--- config.mk ---
export PLATFORM = sky130hd
export DESIGN_NAME = fsk_tone_detector
export DESIGN_NICKNAME = d
export VERILOG_FILES = /design/src/rtl/fsk_tone_detector.sv
export SDC_FILE = /design/constraint.sdc
export NUM_CORES = 1
export LEC_CHECK = 0
export ABC_AREA = 1
export ABC_CLOCK_PERIOD_IN_PS = 9000
export BUFFER_PORTS_ARGS = -buffer_cell sky130_fd_sc_hd__buf_4
export CAP_MARGIN = 20
export CORE_ASPECT_RATIO = 1.5
export CORE_UTILIZATION = 25
export CTS_BUF_LIST = sky130_fd_sc_hd__clkbuf_4 sky130_fd_sc_hd__clkbuf_8 sky130_fd_sc_hd__clkbuf_16
export DETAILED_ROUTE_END_ITERATION = 12
export PLACE_DENSITY_LB_ADDON = 0.08
export SLEW_MARGIN = 20
export SYNTH_ARGS = -nofsm -noshare
export SYNTH_HDL_FRONTEND = slang
export SYNTH_SLANG_ARGS = --single-unit
--- constraint.sdc ---
create_clock -name clk -period 9 [get_ports clk]
set_clock_uncertainty 0.15 [all_clocks]
set_input_delay 0.9 -clock clk [delete_from_list [all_inputs] [get_ports clk]]
set_output_delay 0.9 -clock clk [all_outputs]
set_load 0.02 [all_outputs]
--- src/rtl/fsk_tone_detector.sv ---
// FSK tone detector: hysteretic rising-crossing detection, period measurement,
// mapping of the period to one of 16 tone indices, and confirmation over repeated periods.
module fsk_tone_detector #(
  parameter int SAMPLE_W = 12,
  parameter int HYST     = 64,
  parameter int P0       = 40,
  parameter int STEP     = 2,
  parameter int CONFIRM  = 3
) (
  input  logic                       clk,
  input  logic                       reset,
  input  logic                       sample_valid,
  input  logic signed [SAMPLE_W-1:0] adc_in,
  output logic [3:0]                 data_out,
  output logic                       sym_valid,
  output logic                       locked,
  output logic                       period_err
);

  localparam logic signed [SAMPLE_W-1:0] HYST_POS = SAMPLE_W'(HYST);
  localparam logic signed [SAMPLE_W-1:0] HYST_NEG = SAMPLE_W'(-HYST);
  localparam int                         HALF     = STEP / 2;
  localparam logic [2:0]                 CONF3    = 3'(CONFIRM);

  typedef enum logic {ARM, HIGH_WAIT} xstate_t;

  xstate_t    state, state_nxt;
  logic       rising;
  logic [7:0] cnt;
  logic       first;
  logic [2:0] mcnt, mcnt_bump;
  logic [3:0] cand;
  logic [8:0] period;
  logic       map_hit;
  logic [3:0] map_idx;
  logic       measure, timeout, confirm;

  always_ff @(posedge clk) begin
    if (reset) state <= ARM;
    else       state <= state_nxt;
  end

  always_comb begin
    state_nxt = state;
    rising    = 1'b0;
    if (sample_valid) begin
      case (state)
        ARM:       if (adc_in <= HYST_NEG) state_nxt = HIGH_WAIT;
        HIGH_WAIT: if (adc_in >= HYST_POS) begin
                     state_nxt = ARM;
                     rising    = 1'b1;
                   end
        default:   state_nxt = ARM;
      endcase
    end
  end

  // period = count before the crossing sample, plus one
  assign period = {1'b0, cnt} + 9'd1;

  // tone windows are contiguous and disjoint since STEP is even
  always_comb begin
    map_hit = 1'b0;
    map_idx = 4'd0;
    for (int k = 0; k < 16; k++) begin
      if (int'(period) > P0 - k*STEP - HALF && int'(period) <= P0 - k*STEP + HALF) begin
        map_hit = 1'b1;
        map_idx = 4'(k);
      end
    end
  end

  assign measure   = rising & ~first;
  assign timeout   = sample_valid & ~rising & ~first & (cnt == 8'hFF);
  assign mcnt_bump = (map_idx != cand) ? 3'd1 :
                     (mcnt < CONF3)    ? mcnt + 3'd1 : mcnt;
  assign confirm   = measure & map_hit & (mcnt_bump == CONF3);

  always_ff @(posedge clk) begin
    if (reset) begin
      cnt        <= 8'd0;
      first      <= 1'b1;
      mcnt       <= 3'd0;
      cand       <= 4'd0;
      data_out   <= 4'd0;
      sym_valid  <= 1'b0;
      locked     <= 1'b0;
      period_err <= 1'b0;
    end else begin
      sym_valid  <= 1'b0;
      period_err <= 1'b0;
      if (sample_valid) begin
        if (rising)              cnt <= 8'd1;
        else if (cnt != 8'hFF)   cnt <= cnt + 8'd1;
        if (rising)              first <= 1'b0;
        if (measure) begin
          if (!map_hit) begin
            period_err <= 1'b1;
            mcnt       <= 3'd0;
          end else begin
            cand <= map_idx;
            mcnt <= mcnt_bump;
            if (confirm && (!locked || map_idx != data_out)) begin
              data_out  <= map_idx;
              sym_valid <= 1'b1;
              locked    <= 1'b1;
            end
          end
        end
        // no measurement in flight after a timeout, so it fires only once
        if (timeout) begin
          period_err <= 1'b1;
          locked     <= 1'b0;
          mcnt       <= 3'd0;
          first      <= 1'b1;
        end
      end
    end
  end

endmodule

# Word-level counts from Yosys, hierarchy flattened
# Index checks and enable logic that the tools add are counted.
[classes] add_sub_neg=3 n_lt_le_gt_ge=35 n_eq_ne=5 mux=54 bitwise=12 reduce_logical=32
[op_table] operator="$gt A9 B5 Y1 const B" count=8
[op_table] operator="$le A9 B5 Y1 const B" count=8
[op_table] operator="$mux W4" count=14
[op_table] operator="$le A9 B6 Y1 const B" count=5
[op_table] operator="$gt A9 B4 Y1 const B" count=4
[op_table] operator="$gt A9 B6 Y1 const B" count=4
[op_table] operator="$mux W1" count=32
[op_table] operator="$le A9 B4 Y1 const B" count=3
[op_table] operator="$logic_and A1 B1 Y1" count=17
[op_table] operator="$mux W8" count=2
[op_table] operator="$mux W3" count=5
[op_table] operator="$ge A12 B8 Y1 const B" count=1
[op_table] operator="$le A12 B7 Y1 const B" count=1
[op_table] operator="$reduce_bool A2 Y1" count=5
[op_table] operator="$add A8 B1 Y9 const B" count=1
[op_table] operator="$add A8 B1 Y8 const B" count=1
[op_table] operator="$eq A8 B8 Y1 const B" count=1
[op_table] operator="$ne A4 B4 Y1" count=2
[op_table] operator="$ne A8 B8 Y1 const B" count=1
[op_table] operator="$reduce_and A4 Y1" count=2
[op_table] operator="$and A1 B1 Y1" count=6
[op_table] operator="$not A1 Y1" count=6
[op_table] operator="$reduce_and A2 Y1" count=3
[op_table] operator="$reduce_or A4 Y1" count=1
[op_table] operator="other kinds (8)" count=8
[word_totals] regBits=24 inputBits=15

# Depth between registers and ports, before layout
# Gate-level depths: netlist of the first run.
[logic_depth] word_depth=27 mapped_depth=27 depth_no_buf=26

# Worst setup path after synthesis of the first run
# No wires, ideal clock.
[synth_timing] path_type="register -> register" startpoint="register cnt[1]" endpoint="register data_out[1]" setup_time_ns=0.064 arrival_time_ns=2.669 path_slack_ns=6.118 stages_incl_launch_ff=22 n_path_buf=0 period_less_slack_ns=2.882 cell_sequence="dfxtp_1 > ha_1 > nand3_2 > nor2_2 > nand2_1 > nand2_2 > nand2_4 > nor2_2 > nand2_1 > nand2_1 > o21ai_2 > nor2_4 > nand2_2 > nand2_1 > nand3_2 > nor2_4 > nand2_4 > nor2_8 > inv_2 > nor2_4 > nor2_1 > nor2_1"
[synth_via] elab_chain_len=24
[synth_lines] item="start: declaration" line="29" rtl="logic [7:0] cnt;"
[synth_lines] item="start signal: assignment" line="94" rtl="else if (cnt != 8'hFF) cnt <= cnt + 8'd1;"
[synth_lines] item="$add A8 B1 Y9 (*)" line="59" rtl="assign period = {1'b0, cnt} + 9'd1;"
[synth_lines] item="$gt A9 B6 Y1 / $le A9 B6 Y1 (equally long branches)" line="66" rtl="if (int'(period) > P0 - k*STEP - HALF && int'(period) <= P0 - k*STEP + HALF) begin"
[synth_lines] item="$logic_and A1 B1 Y1" line="66"
[synth_lines] item="$mux W1" line="66"
[synth_lines] item="$mux W4 (14 in a row)" line="66"
[synth_lines] item="$ne A4 B4 Y1" line="75" rtl="assign mcnt_bump = (map_idx != cand) ? 3'd1 :"
[synth_lines] item="$mux W3" line="75"
[synth_lines] item="$eq A3 B2 Y1" line="77" rtl="assign confirm = measure & map_hit & (mcnt_bump == CONF3);"
[synth_lines] item="$and A1 B1 Y1" line="77"
[synth_lines] item="$logic_and A1 B1 Y1" line="103" rtl="if (confirm && (!locked || map_idx != data_out)) begin"
[synth_lines] item="$reduce_and A4 Y1 (no line)"
[synth_lines] item="end signal: assignment" line="104" rtl="data_out <= map_idx;"
[synth_lines] item="end: declaration" line="14" rtl="output logic [3:0] data_out,"
# Mark *: on every way between the ends. The rest lies on a longest branch, timed or not.
# A chain may end at the register's enable or synchronous reset.

# Final worst setup path of the first run
[layout_timing] startpoint="register cnt[0]" endpoint="register locked"
[layout_via] elab_chain_len=25
[layout_lines] item="$add A8 B1 Y9" line="59"
[layout_lines] item="$gt A9 B6 Y1 / $le A9 B6 Y1 (equally long branches)" line="66"
[layout_lines] item="$logic_and A1 B1 Y1" line="66"
[layout_lines] item="$mux W1" line="66"
[layout_lines] item="$mux W4 (14 in a row)" line="66"
[layout_lines] item="$ne A4 B4 Y1" line="75"
[layout_lines] item="$mux W3" line="75"
[layout_lines] item="$eq A3 B2 Y1" line="77"
[layout_lines] item="$and A1 B1 Y1" line="77"
[layout_lines] item="$logic_and A1 B1 Y1" line="103"
[layout_lines] item="$reduce_bool A2 Y1 (no line)"
[layout_lines] item="$reduce_and A4 Y1 (no line)"
[layout_lines] item="end signal: assignment" line="87" rtl="locked <= 1'b0;"
[layout_lines] item="end signal: assignment" line="106" rtl="locked <= 1'b1;"
[layout_lines] item="end signal: assignment" line="113" rtl="locked <= 1'b0;"
[layout_lines] item="end: declaration" line="16" rtl="output logic locked,"
# Parallel ways exist; a longest one is shown, timed or not.

==> results.cfg, run 1 <==
[hold_path]
min_path_type = reg2reg

[critical_path]
slowest_delay_ns = 0.50
reg2reg_from = cnt[0]
cpMaxStageDelayCell = dfxtp_1
cp.arrival_ns = 3.55
reg2regPathDepth = 24
worstSetupEndpoint = locked
endpoint_kind = register
critPathMostFrequentCell = nand2_1
crit_chain = ha_1, nand2_1, nor2_1, nand2_1, nand2_2, inv_2, nor2_4, nand3_1, nand2_1, nand3_1, nand2_2, inv_2, nand2_1, nand2_1, nand2_1, nand2_2, nand2_2, nand2_1, nand2_2, nand3_2, nand3_1, nor2_4, nor2_1, nor2_1
crit_cells = 24
r2r_slack_ns = 5.44
r2r_end = locked
crit_family = simple AND/OR/NAND/NOR gates
cp_num_buf_inv = 2
startpoint = cnt[0]
start_kind = register
path_class = reg2reg
worstPathRequired_ns = 8.99
path_max_fanout = 13

[clocking]
clock_sinks = 24
cts_hold_buf = 0
cts-root-buf = clkbuf_16
clockBufferDepth = 2
h-tree-depth = 1
cts_tree = done
clk_latency_ns = 0.27
clk_pin_slew_worst_paths_ns = 0.07
cts_resized = 0
post-cts-setup-buffers = 0
numCtsBuffers = 3

[routing]
drc = 0
route.antenna.remaining_nets = 0
first_iter_violations = 143
wl_per_cell_um = 13.3
vias = 2549
top_layer_used = met4
dr.pass1.iters = 5
viasPerCell = 4.80
wl_met2_um = 3660
wl_met3_um = 178
wl_met1_um = 2950
wl_um = 7040

[synth]
yosys.area_share.simple_pct = 55.2
synth_top_family_by_area = simple AND/OR/NAND/NOR gates
seq_area_frac_synth_pct = 20.1
synth-compound-area-share_pct = 11.0
synth_cell_type_count = 37
ys.flop_type = dfxtp_1
synth_nets = 420
synth_adder_area_share_pct = 2.10
syn_area_per_cell_um2 = 5.95
yosys.area.top_type_share_pct = 20.1
synthMuxAreaShare_pct = 0.472
yosys_warnings = 0
synth-edff-count = 0
yosys-top-cells-area = dfxtp_1, nand2_1, nand3_1
synth_most_common_cell = nand2_1
ys_seq_elements = 24
yosysTopAreaCell = dfxtp_1
syn-cell-area_um2 = 2380
synth_xor_area_share_pct = 1.42
synthArstFlopShare_pct = 0
synthCells = 401
ys_top_cells_by_count = nand2_1, nand3_1, nor2_1

[power]
vdd_drop_max_mv = 0.131
powerDensity_nw_per_um2 = 96.3
leakagePower_nw = 1.26
p_total_mw = 0.263

[sta]
setup_viol = 0
fmax_ghz = 0.281
rsz0062_at_grt = no
worstMarginPinSlew_ns = 0.588
hold_viol = 0
slew_viol_final = 0
period_minus_slack_ns = 3.56
relSlewSlack_pct = 60.3
fin_crit_sh_pct = 39.6
setup_tns_ns = 0

[global_route]
antenna_found_initial = 0
grt_pass1_vias = 2488
grt_pass1_wl_um = 11700
grt_max_degree = 15
overflow = 0
grt_use_total_pct = 15.5

[floorplanning]
dieArea_um2 = 9940
coreArea_um2 = 9250
dieWidth_um = 81.7
io_pins = 22
die_h_um = 122
start_util_pct = 25.8
rows = 43

[status]
status = completed

[cells_and_area]
area_growth_pct = 14.7
num_antenna_cells = 0
n_fill_cell = 1084
fin_area_um2 = 2740
fin_nets = 439
drive_gt1_share_pct = 17.4

[place]
dpl.hpwl_um = 5970
placed_area_um2 = 2630
place.gp.congestion = 0.844
io_buffers = 21

[run]
drv_cap = 0
-- per-layer routing --
layer  vias up  track usage (%)
met3        14            0.749
met2        63             27.7
met4         0             8.00
li1       1337                -
met5         -                0
met1      1135             18.0
-- tightest hold or removal path, cell delays in order, from the launching register on --
cell	delay [ns]
dfxtp_1	0.31
inv_1	0.05
o21bai_1	0.06
-- registers in the layout (all words and copies together) (netlist names), 3 cells and up --
register  count
cnt           8
cand          4
data_out      4
mcnt          3
-- power breakdown --
part | leakage (nW) | switching, mW | total [mW] | internal (mW)
logic | 1.02 | 0.0148 | 0.0238 | 0.00897
registers | 0.194 | 0.00199 | 0.109 | 0.107
clock network | 0.0511 | 0.0415 | 0.130 | 0.0886
-- cell usage in the layout (no fill, tap or decap), drive strengths merged, types with 2 or more instances in the layout --
cell / n
nand4: 10
clkbuf: 3
o21bai: 3
dfxtp: 24
o21ai: 18
nor3: 5
nand3: 57
nor2: 56
buf: 21
a21oi: 18
ha: 4
nand3b: 3
nand2: 138
inv: 47
xor2: 2
-- stage by stage --
stage / worst slack [ns] / cells / util (%) / hold slack [ns]
final: 5.44 / 531 / 29.6 / 0.312
after global routing: 4.97 / 531 / 29.6 / 0.333
after CTS: 5.42 / 531 / 29.6 / 0.312
after detailed placement: 5.44 / 527 / 28.4 / 0.301
after global placement: 5.44 / 527 / 28.4 / 0.297
after floorplan: 6.12 / 401 / - / 0.289
-- logic make-up after synthesis --
kind of cell,count (synthesis)
AND/OR/NAND/NOR,270
buffers and inverters,54
AO/OA/AOI/OAI,45
flip-flops,24
adder cells (fa/ha/maj),4
XOR/XNOR,3
multiplexers,1
-- cell type report --
class | instances | area, µm² | share of cell area [%]
clock buffers | 3 | 75.1 | 2.74
clock inverters | 1 | 30.0 | 1.10
inverters | 47 | 176 | 6.45
multi-input cells | 323 | 1680 | 61.3
flip-flops and latches | 24 | 480 | 17.6
well taps | 112 | 140 | 5.12
repair buffers | 21 | 158 | 5.76
-- how the worst min path moves through the flow --
stage                     slack (ns)  startpoint  cells after the start     to
after floorplan                 0.29       first                      2  first
after global placement          0.30       first                      2  first
after detailed placement        0.30       first                      2  first
after CTS                       0.31       first                      2  first
after global routing            0.33       first                      2  first
final                           0.31       first                      2  first
No activity file was read; power rests on OpenSTA's default activity.
==> run 2: changes to the inputs <==
ABC_CLOCK_PERIOD_IN_PS = 3200   (was 9000)
clock period = 3.2 ns   (was 9 ns; I/O delays follow)
==> run 2 against run 1 <==
  * Critical path depth is 2 lower
  * Clock-buffer cell count did not move
  * Via count is 12% higher
  * Sequential share of layout area decreased by 4.3 points
  * Fmax increased by 17%
  * Hold slack worse by 0.15 ns
  * Clock power grew to 2.8 times the previous value
  * Sequential power rose to 2.8 times the previous value
  * Setup slack worse by 5.3 ns
  * Highest routed layer unchanged
==> results.cfg, run 2 (synthesis gave the netlist of run 1 again) <==
[cells_and_area]
largest_register_ffs = 8
drive_gt1_share_pct = 46.1
area_growth_pct = 57.1
top_regs = cnt x8, cand x4, data_out x4
n_fill_cell = 1042
fin_nets = 495
regMostFlops = cnt
final_cell_mix = nand2_1, buf_4, inv_1
num_antenna_cells = 0
final_common_cell = nand2_1

[sta]
hold_viol = 0
fmax_ghz = 0.329
worstMarginPinSlew_ns = 0.594
rsz0062_at_grt = yes
fin_crit_sh_pct = 94.9
period_minus_slack_ns = 3.04
setup_viol = 0
fin_ws_ns = 0.165
setup_tns_ns = 0
slew_viol_final = 0
relSlewSlack_pct = 59.9

[critical_path]
path_max_fanout = 5
startpoint = cnt[0]
reg2regPathDepth = 22
start_kind = register
reg2reg_from = cnt[0]
worstPathRequired_ns = 3.26
endpoint_kind = register
r2r_slack_ns = 0.16
r2r_end = data_out[2]
cp.arrival_ns = 3.09
worstSetupEndpoint = data_out[2]
path_class = reg2reg

[clocking]
h-tree-depth = 1
clk_latency_ns = 0.26
clock_sinks = 24
cts-root-buf = clkbuf_16
numCtsBuffers = 3
clk_pin_slew_worst_paths_ns = 0.07
cts_tree = done
clockBufferDepth = 2

[global_route]
grt_pass1_wl_um = 12100
grt_max_degree = 15
grt_use_total_pct = 16.0
grt_pass1_vias = 2699
antenna_found_initial = 0
overflow = 0

[routing]
wl_per_cell_um = 13.6
first_iter_violations = 102
viasPerCell = 4.87
route.antenna.remaining_nets = 0
drc = 0
dr.pass1.iters = 4
vias = 2856
wl_um = 7990

[floorplanning]
die_h_um = 122
start_util_pct = 25.8
io_pins = 22
dieArea_um2 = 9940
dieWidth_um = 81.7
coreArea_um2 = 9250
rows = 43

[hold_path]
worstHoldStart = reset
min_path_cells = 2
min_path_type = in2reg

[run]
drv_cap = 0

[power]
vdd_drop_max_mv = 0.257
powerDensity_nw_per_um2 = 206
p_total_mw = 0.773
leakagePower_nw = 1.71

[place]
place_ws_ns = 0.00361
dpl.hpwl_um = 6200
io_buffers = 21
place.gp.congestion = 0.873

[status]
status = completed
-- run 2: cell types whose count changed in the layout (fill, tap and decap cells not counted), moves of 6 or more --
cell     before  now
dfxtp_1      24   18
nand2_2      16   35
nand2_4       2   14
nand2_1     120   87
nand3_1      50   28
nand3_4       1   12
nor2_1       43   26
nor2_2        5   16
nand3_2       6   17
nor2_4        6   14
buf_4        21   68
-- run 2: critical path, cell delays in order, from the launching register on --
cell,delay (ns)
dfxtp_4,0.38
ha_4,0.16
nand3_2,0.11
nor2_2,0.13
nand2_1,0.09
nand2_2,0.14
nand2_8,0.09
nor2_8,0.23
o21ai_2,0.09
buf_6,0.14
nand3_4,0.09
nand2_4,0.06
o21bai_4,0.17
nand2_2,0.09
nand2_2,0.08
nand3_2,0.08
nor2_4,0.16
nand2_4,0.08
nor2_8,0.12
inv_4,0.05
nor2_4,0.12
nor2_1,0.06
nor2_1,0.09
-- run 2: stage by stage --
step	area [µm²]	util, %	hold slack (ns)	std cells
finish	3750	40.5	0.162	587
global route	3750	40.5	0.172	587
CTS	3040	32.8	0.172	569
detailed placement	2930	31.6	0.304	565
global placement	2930	31.6	0.302	565
floorplan	2380	-	0.289	401
-- run 2: how the worst min path moves through the flow --
stage / endpoint / slack (ns)
global placement: first / 0.30
floorplan: first / 0.29
finish: cnt[2] / 0.16
CTS: mcnt[1] / 0.17
detailed placement: first / 0.30
global route: cnt[2] / 0.17
-- run 2: what timing repair did --
action,in CTS,in global routing
buffers inserted,0,15
gates cloned,0,3
setup endpoints to repair,5,10
pin swaps,0,36
hold buffers,0,0
resized for setup,1,136
-- run 2: area by class of cell --
type / count / area (µm²) / share of cell area [%]
multi-input cells: 325 / 2200 / 58.7
repair buffers: 75 / 629 / 16.8
clock inverters: 1 / 30.0 / 0.801
clock buffers: 3 / 75.1 / 2.00
flip-flops and latches: 24 / 495 / 13.2
inverters: 47 / 179 / 4.77
well taps: 112 / 140 / 3.74
-- run 2: routing by layer --
layer  global-route usage, %  vias up  routed length [µm]
li1                        -     1459                   -
met1                    17.5     1331                3150
met2                    28.8       43                4290
met3                    1.27       23                 132
met4                    9.87        0                 415
met5                       0        -                   0
-- run 2: power by group --
| group | switching [mW] | internal [mW] | total (mW) |
|---|---|---|---|
| sequential | 0.00390 | 0.301 | 0.305 |
| combinational | 0.0586 | 0.0405 | 0.0992 |
| clock | 0.119 | 0.249 | 0.369 |
==> run 3: changes to the inputs <==
RECOVER_POWER = 50   (was not set)
==> run 3 against run 2 <==
  * Setup slack got worse by 0.0013 ns
  * Non-clock buffer count stayed put
  * Global-route usage stayed put
  * Design area fell by 0.60%
  * Critical path type unchanged
  * Largest power group unchanged
==> results.cfg, run 3 (synthesis gave the netlist of run 1 again) <==
[sta]
worstMarginPinSlew_ns = 0.594
holdWs_ns = 0.163
fin_crit_sh_pct = 94.9
relSlewSlack_pct = 59.9
rsz0062_at_grt = yes
slew_viol_final = 0
setup_viol = 0
period_minus_slack_ns = 3.04
hold_viol = 0
fmax_ghz = 0.329

[hold_path]
min_path_type = in2reg
min_path_cells = 2
worstHoldStart = reset
min_to = cnt[2]

[routing]
first_iter_violations = 96
route.antenna.remaining_nets = 0
vias = 2853
drc = 0
viasPerCell = 4.86
dr.pass1.iters = 4
wl_per_cell_um = 13.6
wl_um = 7990

[status]
status = completed

[power]
combPwrFrac_pct = 12.8
leakagePower_nw = 1.68
switchingPower_mw = 0.182
switching_share_pct = 23.5
vdd_drop_max_mv = 0.257
powerDensity_nw_per_um2 = 207
p_clk_share_pct = 47.7
p_total_mw = 0.772
p_int_mw = 0.591
power_frac_seq_pct = 39.5

[floorplanning]
dieArea_um2 = 9940
die_h_um = 122
rows = 43
start_util_pct = 25.8
dieWidth_um = 81.7
io_pins = 22
coreArea_um2 = 9250

[global_route]
grt_use_total_pct = 16.0
grt_pass1_wl_um = 12100
grt_max_degree = 15
grt_pass1_vias = 2699
overflow = 0
antenna_found_initial = 0

[place]
io_buffers = 21
dpl.hpwl_um = 6200
place.gp.congestion = 0.873

[clocking]
clockBufferDepth = 2
cts_hold_buf = 0
cts-root-buf = clkbuf_16
h-tree-depth = 1
cts_tree = done
numCtsBuffers = 3
clock_sinks = 24
clk_pin_slew_worst_paths_ns = 0.07
clk_latency_ns = 0.26

[cells_and_area]
top_regs = cnt x8, cand x4, data_out x4
num_antenna_cells = 0
drive_gt1_share_pct = 44.8
final_common_cell = nand2_1
fin_nets = 495
n_fill_cell = 1049
regMostFlops = cnt
final_cell_mix = nand2_1, buf_4, inv_1
area_growth_pct = 56.2
utilization_pct = 40.3
largest_register_ffs = 8

[critical_path]
crit_cells = 22
cp_num_buf_inv = 2
endpoint_kind = register
cp.arrival_ns = 3.09
path_max_fanout = 5
r2r_end = data_out[2]
crit_family = simple AND/OR/NAND/NOR gates
reg2reg_from = cnt[0]
cpMaxStageDelayCell = dfxtp_4
slowest_delay_ns = 0.38
path_class = reg2reg
reg2regPathDepth = 22
crit_chain = ha_4, nand3_2, nor2_2, nand2_1, nand2_2, nand2_8, nor2_8, o21ai_2, buf_6, nand3_4, nand2_4, o21bai_4, nand2_2, nand2_2, nand3_2, nor2_4, nand2_4, nor2_8, inv_4, nor2_4, nor2_1, nor2_1
critPathMostFrequentCell = nand2_2
start_kind = register
r2r_slack_ns = 0.16
worstPathRequired_ns = 3.26

[run]
drv_cap = 0
==> run 3: layout make-up <==
type	count	area, µm²	area share, %
inverters	47	179	4.80
multi-input cells	325	2200	59.0
clock buffers	3	75.1	2.02
clock inverters	1	30.0	0.806
well taps	112	140	3.76
repair buffers	75	607	16.3
flip-flops and latches	24	495	13.3
==> run 3: worst register-to-register path: cells and delay by family, from the launching register on <==
kind	cells	cell delay, ns
flip-flops	1	0.38
AND/OR/NAND/NOR	17	1.85
AO/OA/AOI/OAI	2	0.26
buffers and inverters	2	0.20
adder cells (fa/ha/maj)	1	0.16
==> run 3: metrics by stage <==
step / cells / cell area (µm²) / TNS, ns / setup WS (ns)
after floorplan: 401 / 2380 / 0 / 0.318
after global placement: 565 / 2930 / 0 / 0.0217
after detailed placement: 565 / 2930 / 0 / 0.00361
after CTS: 569 / 3040 / 0 / 0.00590
after global routing: 587 / 3720 / -0.203 / -0.0582
final: 587 / 3720 / 0 / 0.163
==> run 3: timing repair <==
| item | CTS | global route |
|---|---|---|
| gates cloned | 0 | 3 |
| pin swaps | 0 | 36 |
| resized for setup | 1 | 136 |
| endpoints found under the setup margin | 5 | 10 |
| setup buffers | 0 | 15 |
==> run 3: metal layers <==
layer | track usage, % | vias to the layer above | share of wire (%)
met5 | 0 | - | 0
met3 | 1.27 | 23 | 1.7
met2 | 28.8 | 45 | 53
met4 | 9.87 | 0 | 5.2
li1 | - | 1458 | -
met1 | 17.5 | 1327 | 40
==> run 3: power groups by stage <==
stage                     combinational, mW  clock [mW]  sequential (mW)
after detailed placement             0.0809           0            0.312
after floorplan                      0.0442           0            0.311
after global placement               0.0811           0            0.312
after global routing                  0.109       0.387            0.305
final                                0.0991       0.368            0.305
after CTS                            0.0814       0.381            0.305
==> run 3: how the worst max path moves through the flow <==
| stage | startpoint | endpoint | slack, ns |
|---|---|---|---|
| floorplan | cnt[1] | data_out[1] | 0.32 |
| global placement | cnt[0] | sym_valid | 0.02 |
| detailed placement | cnt[0] | data_out[1] | 0.004 |
| CTS | cnt[0] | data_out[1] | 0.006 |
| global route | cnt[1] | data_out[1] | -0.06 |
| finish | cnt[0] | data_out[2] | 0.16 |
